==> src/rtl/sim_pkg.sv <==
// Shared definitions for the simulation halt path: the ebreak encoding, halt causes
// and the halt record layout also consumed by the harness bridge.
package sim_pkg;

  localparam logic [31:0] EBREAK_INST = 32'h0010_0073;
  localparam int          REC_XLEN    = 64;

  typedef enum logic [1:0] {
    CAUSE_GOOD_TRAP = 2'd0,
    CAUSE_BAD_TRAP  = 2'd1,
    CAUSE_TIMEOUT   = 2'd2
  } halt_cause_e;

  // Fixed 64-bit fields so the harness sees one layout regardless of core XLEN.
  typedef struct packed {
    halt_cause_e         cause;
    logic [REC_XLEN-1:0] code;
    logic [REC_XLEN-1:0] pc;
  } halt_rec_t;

  function automatic halt_cause_e trap_cause(input logic [REC_XLEN-1:0] a0);
    return (a0 == '0) ? CAUSE_GOOD_TRAP : CAUSE_BAD_TRAP;
  endfunction

endpackage

==> src/rtl/commit_watchdog.sv <==
// Idle-commit watchdog: counts enabled cycles since the last commit and flags expiry
// on the cycle the count sits at TIMEOUT-1 with no commit arriving.
module commit_watchdog #(
  parameter int TIMEOUT = 100000
) (
  input  logic clock,
  input  logic reset,
  input  logic i_enable,
  input  logic i_clear,
  output logic o_expire
);

  localparam int              WD_W  = $clog2(TIMEOUT) + 1;
  localparam logic [WD_W-1:0] LIMIT = WD_W'(TIMEOUT - 1);

  logic [WD_W-1:0] r_cnt;

  // NOTE: sequential state uses non-blocking assignments so every flop samples pre-edge values.
  always_ff @(posedge clock) begin
    if (reset) begin
      r_cnt <= '0;
    end else if (i_clear) begin
      r_cnt <= '0;
    end else if (i_enable && (r_cnt != LIMIT)) begin
      r_cnt <= r_cnt + WD_W'(1);
    end
  end

  // A commit in the same cycle clears rather than expires, so ebreak beats timeout.
  assign o_expire = i_enable && !i_clear && (r_cnt == LIMIT);

endmodule

==> src/rtl/halt_ctrl.sv <==
// Halt controller: detects ebreak or watchdog expiry on the commit stream, stalls fetch,
// waits for the pipeline to drain and hands one latched halt record to the harness.
module halt_ctrl
  import sim_pkg::*;
#(
  parameter int XLEN    = 64,
  parameter int TIMEOUT = 100000,
  parameter int CNT_W   = 64
) (
  input  logic             clock,
  input  logic             reset,
  input  logic             commit_valid,
  input  logic [31:0]      commit_inst,
  input  logic [XLEN-1:0]  commit_pc,
  input  logic [XLEN-1:0]  commit_a0,
  input  logic             pipe_empty,
  output logic             stall_fetch,
  output logic             halt_valid,
  input  logic             halt_ready,
  output logic [1:0]       halt_cause,
  output logic [XLEN-1:0]  halt_code,
  output logic [XLEN-1:0]  halt_pc,
  output logic             halt_done,
  output logic [CNT_W-1:0] cycle_cnt,
  output logic [CNT_W-1:0] instret_cnt
);

  typedef enum logic [1:0] {ST_RUN, ST_DRAIN, ST_REPORT, ST_DONE} state_e;

  state_e           r_state;
  state_e           w_next;
  halt_rec_t        r_rec;
  logic [XLEN-1:0]  r_last_pc;
  logic [CNT_W-1:0] r_cycle;
  logic [CNT_W-1:0] r_instret;
  logic             r_stall;
  logic             w_run;
  logic             w_commit;
  logic             w_ebreak;
  logic             w_expire;

  assign w_run    = (r_state == ST_RUN);
  assign w_commit = w_run && commit_valid;
  assign w_ebreak = w_commit && (commit_inst == EBREAK_INST);

  commit_watchdog #(.TIMEOUT(TIMEOUT)) u_watchdog (
    .clock    (clock),
    .reset    (reset),
    .i_enable (w_run),
    .i_clear  (w_commit),
    .o_expire (w_expire)
  );

  always_ff @(posedge clock) begin
    if (reset) r_state <= ST_RUN;
    else       r_state <= w_next;
  end

  // NOTE: next state gets its default first so no path through the case infers a latch.
  always_comb begin
    w_next = r_state;
    case (r_state)
      ST_RUN:    if (w_ebreak || w_expire) w_next = ST_DRAIN;
      ST_DRAIN:  if (pipe_empty)           w_next = ST_REPORT;
      ST_REPORT: if (halt_ready)           w_next = ST_DONE;
      ST_DONE:                             w_next = ST_DONE;
      default:                             w_next = ST_RUN;
    endcase
  end

  always_ff @(posedge clock) begin
    if (reset) begin
      r_stall   <= 1'b0;
      r_rec     <= '0;
      r_last_pc <= '0;
      r_cycle   <= '0;
      r_instret <= '0;
    end else begin
      r_stall <= (w_next != ST_RUN);
      if (r_state == ST_RUN || r_state == ST_DRAIN) begin
        r_cycle <= r_cycle + CNT_W'(1);
      end
      if (w_commit) begin
        r_instret <= r_instret + CNT_W'(1);
        r_last_pc <= commit_pc;
      end
      if (w_ebreak) begin
        r_rec <= '{cause: trap_cause(REC_XLEN'(commit_a0)),
                   code:  REC_XLEN'(commit_a0),
                   pc:    REC_XLEN'(commit_pc)};
      end else if (w_expire) begin
        r_rec <= '{cause: CAUSE_TIMEOUT,
                   code:  REC_XLEN'({XLEN{1'b1}}),
                   pc:    REC_XLEN'(r_last_pc)};
      end
    end
  end

  assign stall_fetch = r_stall;
  assign halt_valid  = (r_state == ST_REPORT);
  assign halt_done   = (r_state == ST_DONE);
  assign halt_cause  = r_rec.cause;
  assign halt_code   = r_rec.code[XLEN-1:0];
  assign halt_pc     = r_rec.pc[XLEN-1:0];
  assign cycle_cnt   = r_cycle;
  assign instret_cnt = r_instret;

endmodule

==> config.mk <==
export PLATFORM = sky130hd
export DESIGN_NAME = halt_ctrl
export DESIGN_NICKNAME = d
export VERILOG_FILES = /design/src/rtl/sim_pkg.sv /design/src/rtl/commit_watchdog.sv /design/src/rtl/halt_ctrl.sv
export SDC_FILE = /design/constraint.sdc
export NUM_CORES = 1
export LEC_CHECK = 0
export CORE_MARGIN = 2
export CORE_UTILIZATION = 43
export DETAILED_ROUTE_END_ITERATION = 8
export GPL_TIMING_DRIVEN = 0
export PLACE_DENSITY = 0.77
export SLEW_MARGIN = 20
export SYNTH_ARGS = -nofsm -noshare
export SYNTH_HDL_FRONTEND = slang
export SYNTH_SLANG_ARGS = --single-unit
==> constraint.sdc <==
create_clock -name clock -period 2.1 [get_ports clock]
set_input_delay 0.42 -clock clock [delete_from_list [all_inputs] [get_ports clock]]
set_output_delay 0.42 -clock clock [all_outputs]
set_load 0.05 [all_outputs]
==> results.txt <==
----------------------------------------------------
[Layout]
  Layout cells sized above 1 ... 19.0%
  Fillers ... 2,689
  Final Non-Filler Cells ... 2,764
  Area of all placed cells without fillers ... 22,700 sq um
  Layout overhead on the synthesized area ... 55.4%
  Layout net count ... 2,457

[Yosys]
  Count leader, synth ... sky130_fd_sc_hd__dfxtp_1
  Async set or reset register ratio after synthesis ... 0%
  Sequential element share of the synthesized area ... 47.0%
  Area of the mapped netlist ... 14,600 sq um
  Proportion of netlist area held by the largest area contributor ... 47.0%
  Top area cells in the synthesized netlist ... sky130_fd_sc_hd__dfxtp_1 47%, sky130_fd_sc_hd__nor2_1 5.6%, sky130_fd_sc_hd__a21oi_1 5.0%
  Nets in the synthesized netlist ... 1,922
  Syn avg cell area ... 8.33 sq um
  Most used DFF post-synth ... sky130_fd_sc_hd__dfxtp_1
  Synthesized instance count ... 1,754
  Number of distinct library cells after synthesis ... 43
  Number of enable flip-flop cells after synthesis ... 0
  Most numerous cell types in the synthesized netlist ... 343 x sky130_fd_sc_hd__dfxtp_1, 218 x sky130_fd_sc_hd__nor2_1, 191 x sky130_fd_sc_hd__nand2_1
  Post-synthesis sequential element count ... 343
  Post-synth top area cell ... sky130_fd_sc_hd__dfxtp_1
  Warnings, synthesis ... 0

[Route]
  Post-detailed-route count of antenna-violating nets ... 0
  DRT Wirelength ... 55.7 mm
  Final routed DRC violation total ... 0
  Detailed router's first-iteration violation count ... 1,102
  Number of search-and-repair iterations in the first detailed-routing pass ... 7
  Via count of the routed design ... 16,100
  Via-to-Cell Ratio ... 5.83
  DR WL/cell ... 20.1 um

[Min path]
  Min-Delay Startpoint ... r_last_pc[60]$_SDFFE_PP0P_
  Hold Crit Depth ... 2
  Min-delay worst type ... reg -> reg
  Hold Path Sink ... r_last_pc[60]$_SDFFE_PP0P_

[Die]
  Initial standard-cell utilization of the core ... 43.6%
  Total die area ... 35,500 sq um
  Die width ... 188 um
  FP Rows ... 67
  Number of I/O pins ... 426
  Die height ... 188 um
  Core Region ... 33,500 sq um

[STA]
  Slew margin rel. ... 42.8%
  Setup TNS ... -33,240 ps
  Worst Max-Slew Pin Slew ... 858 ps
  Worst slack on hold paths ... 453 ps
  RSZ-0062 raised after global routing ... true
  Period utilisation layout ... 118%
  Least setup slack across all paths after layout ... -375 ps
  Endpoints failing setup ... 147
  Timing-limited maximum frequency ... 404 MHz
  Post-layout min period ... 2470 ps
  Final Max Slew Viols ... 0
  Final Hold Viols ... 0
  Max Clock Skew ... 14.4 ps

[Worst setup path]
  Slack of the worst reg-to-reg path ... -370 ps
  Critical path cell sequence ... or4_4 -> or3_4 -> nor3_4 -> buf_6 -> buf_12 -> buf_12 -> mux2i_2 -> a211oi_1
  Launch instance of the worst register-to-register path ... u_watchdog.r_cnt[11]$_SDFFE_PP0P_
  Slowest stage cell on the critical path ... sky130_fd_sc_hd__or4_4
  Reg2reg end ... halt_pc[58]$_SDFFE_PP0P_
  Cell class contributing the biggest share of worst-path delay ... simple AND/OR/NAND/NOR gates
  Endpoint class of the critical path ... flip-flop
  Category of the critical setup timing path ... reg -> reg
  Largest driver fanout on the critical path ... 8
  Buffers and inverters on the worst path ... 3
  Highest cell delay on the worst timing path ... 500 ps
  Launching element type of the critical path ... flip-flop
  Cells on worst reg2reg path ... 8
  Required time worst endpoint ... 2460 ps
  Data arrival time of the critical path ... 2840 ps
  Most numerous cell on the critical path ... sky130_fd_sc_hd__buf_12

[Clock network]
  Clock transition at the registers of the reported paths ... 60 ps
  Clock net sink count ... 343
  Number of buffers created by CTS ... 38
  Root Buffer ... sky130_fd_sc_hd__clkbuf_16
  Clock tree from TritonCTS ... built
  Number of buffers inserted for hold repair after clock tree synthesis ... 0
  Max clock buf depth ... 3
  Clock latency on the worst-skew pair ... 520 ps
  CTS HTree Levels ... 2

[Placement]
  Instance area after placement ... 19,700 sq um
  Placed Cells incl. Taps ... 2,627
  HPWL after detailed placement ... 38.6 mm
  Final weighted congestion in routability-driven placement ... 0.951
  Port-buffer cells ... 425

[Job]
  Number of maximum-capacitance constraint violations ... 0

[GRT]
  Global route total overflow ... 0
  Antenna violations before repair ... 3
  GR Layer Usage met1 ... 36.2%
  GR Util met3 ... 6.97%
  Combined global-route utilization of all metal layers ... 29.2%
  Met2 track demand over resource ... 49.5%
  First-pass GRT wire length ... 83.9 mm
  Top Usage Layer GRT ... met2
  Pin count of the biggest net entering global routing ... 14
  Via count of the first global-routing pass ... 15,300

[Power]
  Power density over the cells ... 619 nW/um^2
  Leakage power figure ... 9.52 nW
  Max IR drop VDD ... 0.000587 V

[Status]
  Run status ... finished, violations left
  Failing checks ... setup timing

----------------------------------------------------
==> power breakdown <==
part           switching [mW]  total (mW)  leakage [nW]  internal [mW]
Clock                    2.73        6.65         0.611           3.92
Combinational           0.410       0.789          6.08          0.379
Sequential             0.0570        6.62          2.83           6.56
Total                    3.19        14.1          9.52           10.9
==> worst min-delay path: cells and delay by family (launching register included) <==
family / cells / cell delay, ps
simple gates: 1 / 50
flops: 1 / 310
compound gates: 1 / 50
==> timing repair <==
| item | 4_1_cts | 5_1_grt |
|---|---|---|
| cloned | 9 | 2 |
| pin swaps | 82 | 75 |
| endpoints found under the setup margin | 563 | 304 |
| endpoints found under the hold margin | 0 | 0 |
| setup buffers | 44 | 25 |
| gates resized for setup | 408 | 212 |
==> state kept, by name, indices dropped and copies added (netlist names) <==
| signal | cells |
|---|---|
| instret_cnt | 64 |
| halt_code | 64 |
| u_watchdog.r_cnt | 18 |
| halt_pc | 64 |
| r_last_pc | 64 |
| r_state | 2 |
| halt_cause | 2 |
| cycle_cnt | 64 |
| stall_fetch | 1 |
==> cells by family (layout without fill, tap and decap cells) <==
group | Yosys count | count (layout) | synth area share, %
DFF | 343 | 343 | 47.0
muxes | 66 | 66 | 4.52
and+or+nand+nor | 849 | 849 | 28.6
adders and majority gates | 3 | 3 | 0.257
other | 0 | 2 | 0
AOI/OAI and AO/OA | 298 | 298 | 12.2
xor gates and xnor gates | 63 | 63 | 3.78
buffers and inverters | 132 | 692 | 3.67
==> placed cells by master, fill, tap and decap left out, types with 9 or more instances in the layout <==
cell                              netlist  layout
sky130_fd_sc_hd__inv_1                 17      17
sky130_fd_sc_hd__dfxtp_2                0      69
sky130_fd_sc_hd__nand2_1              191     188
sky130_fd_sc_hd__a211oi_1              64      55
sky130_fd_sc_hd__clkbuf_16              0      42
sky130_fd_sc_hd__clkbuf_2               0      29
sky130_fd_sc_hd__clkdlybuf4s50_1        0     164
sky130_fd_sc_hd__or3_1                 39      35
sky130_fd_sc_hd__xor2_1                43      43
sky130_fd_sc_hd__a21oi_1              146     142
sky130_fd_sc_hd__or4_1                 44      43
sky130_fd_sc_hd__mux2i_1               66      57
sky130_fd_sc_hd__buf_8                  0      10
sky130_fd_sc_hd__dfxtp_1              343     250
sky130_fd_sc_hd__nand3_1               63      57
sky130_fd_sc_hd__nor3_1               142      64
sky130_fd_sc_hd__buf_12                 0      12
sky130_fd_sc_hd__o31ai_1               39      37
sky130_fd_sc_hd__xnor2_1               20      20
sky130_fd_sc_hd__dlymetal6s2s_1         0      33
sky130_fd_sc_hd__dfxtp_4                0      24
sky130_fd_sc_hd__nor3_2                 1      57
sky130_fd_sc_hd__o21ai_0               39      35
sky130_fd_sc_hd__and3_1                10       9
sky130_fd_sc_hd__buf_4                  1      54
sky130_fd_sc_hd__clkbuf_1              95      50
sky130_fd_sc_hd__nor4_1                38      27
sky130_fd_sc_hd__buf_6                  3      18
sky130_fd_sc_hd__a211oi_2               0       9
sky130_fd_sc_hd__nor2_1               218     213
sky130_fd_sc_hd__clkbuf_8               0      10
sky130_fd_sc_hd__nor3_4                 0      22
sky130_fd_sc_hd__nor4_4                 1       9
sky130_fd_sc_hd__dlygate4sd2_1          0     226
sky130_fd_sc_hd__nand4_1               60      60
==> through the flow <==
stage	setup WS [ps]	util, %	power, mW
2_1_floorplan	-114	-	7.01
3_3_place_gp	-1930	58.8	7.51
3_5_place_dp	-1960	58.8	7.52
4_1_cts	-333	64.9	14.1
5_1_grt	-437	67.7	14.4
6_report	-375	67.7	14.1
==> how the worst max path moves through the flow <==
stage	depth (start not counted)	slack (ps)	to	from
floorplan	8	-110	halt_pc[30]$_SDFFE_PP0P_	u_watchdog.r_cnt[5]$_SDFFE_PP0P_
detailed placement	8	-1960	halt_code[11]$_SDFFE_PP0P_	commit_valid
global placement	8	-1930	halt_code[11]$_SDFFE_PP0P_	commit_valid
finish	8	-370	halt_pc[58]$_SDFFE_PP0P_	u_watchdog.r_cnt[11]$_SDFFE_PP0P_
CTS	9	-330	halt_pc[54]$_SDFFE_PP0P_	u_watchdog.r_cnt[11]$_SDFFE_PP0P_
global route	8	-440	halt_pc[51]$_SDFFE_PP0P_	u_watchdog.r_cnt[11]$_SDFFE_PP0P_
==> metal layers <==
| metal | wire length [um] | vias up |
|---|---|---|
| li1 | - | 7409 |
| met1 | 21700 | 7734 |
| met2 | 27000 | 839 |
| met3 | 5060 | 131 |
| met4 | 1860 | 2 |
| met5 | 13 | - |
==> final cells by class <==
type	count	area (sq um)	share of cell area [%]
Antenna cell	2	5.00	0.0220
Buffer	108	706	3.11
Clock buffer	52	1110	4.87
Clock inverter	13	120	0.529
Inverter	17	63.8	0.281
Multi-Input combinational cell	1279	8200	36.1
Sequential cell	343	7040	31.0
Tap cell	448	561	2.47
Timing Repair Buffer	502	4900	21.6
Power figures use the tool's default switching activity.
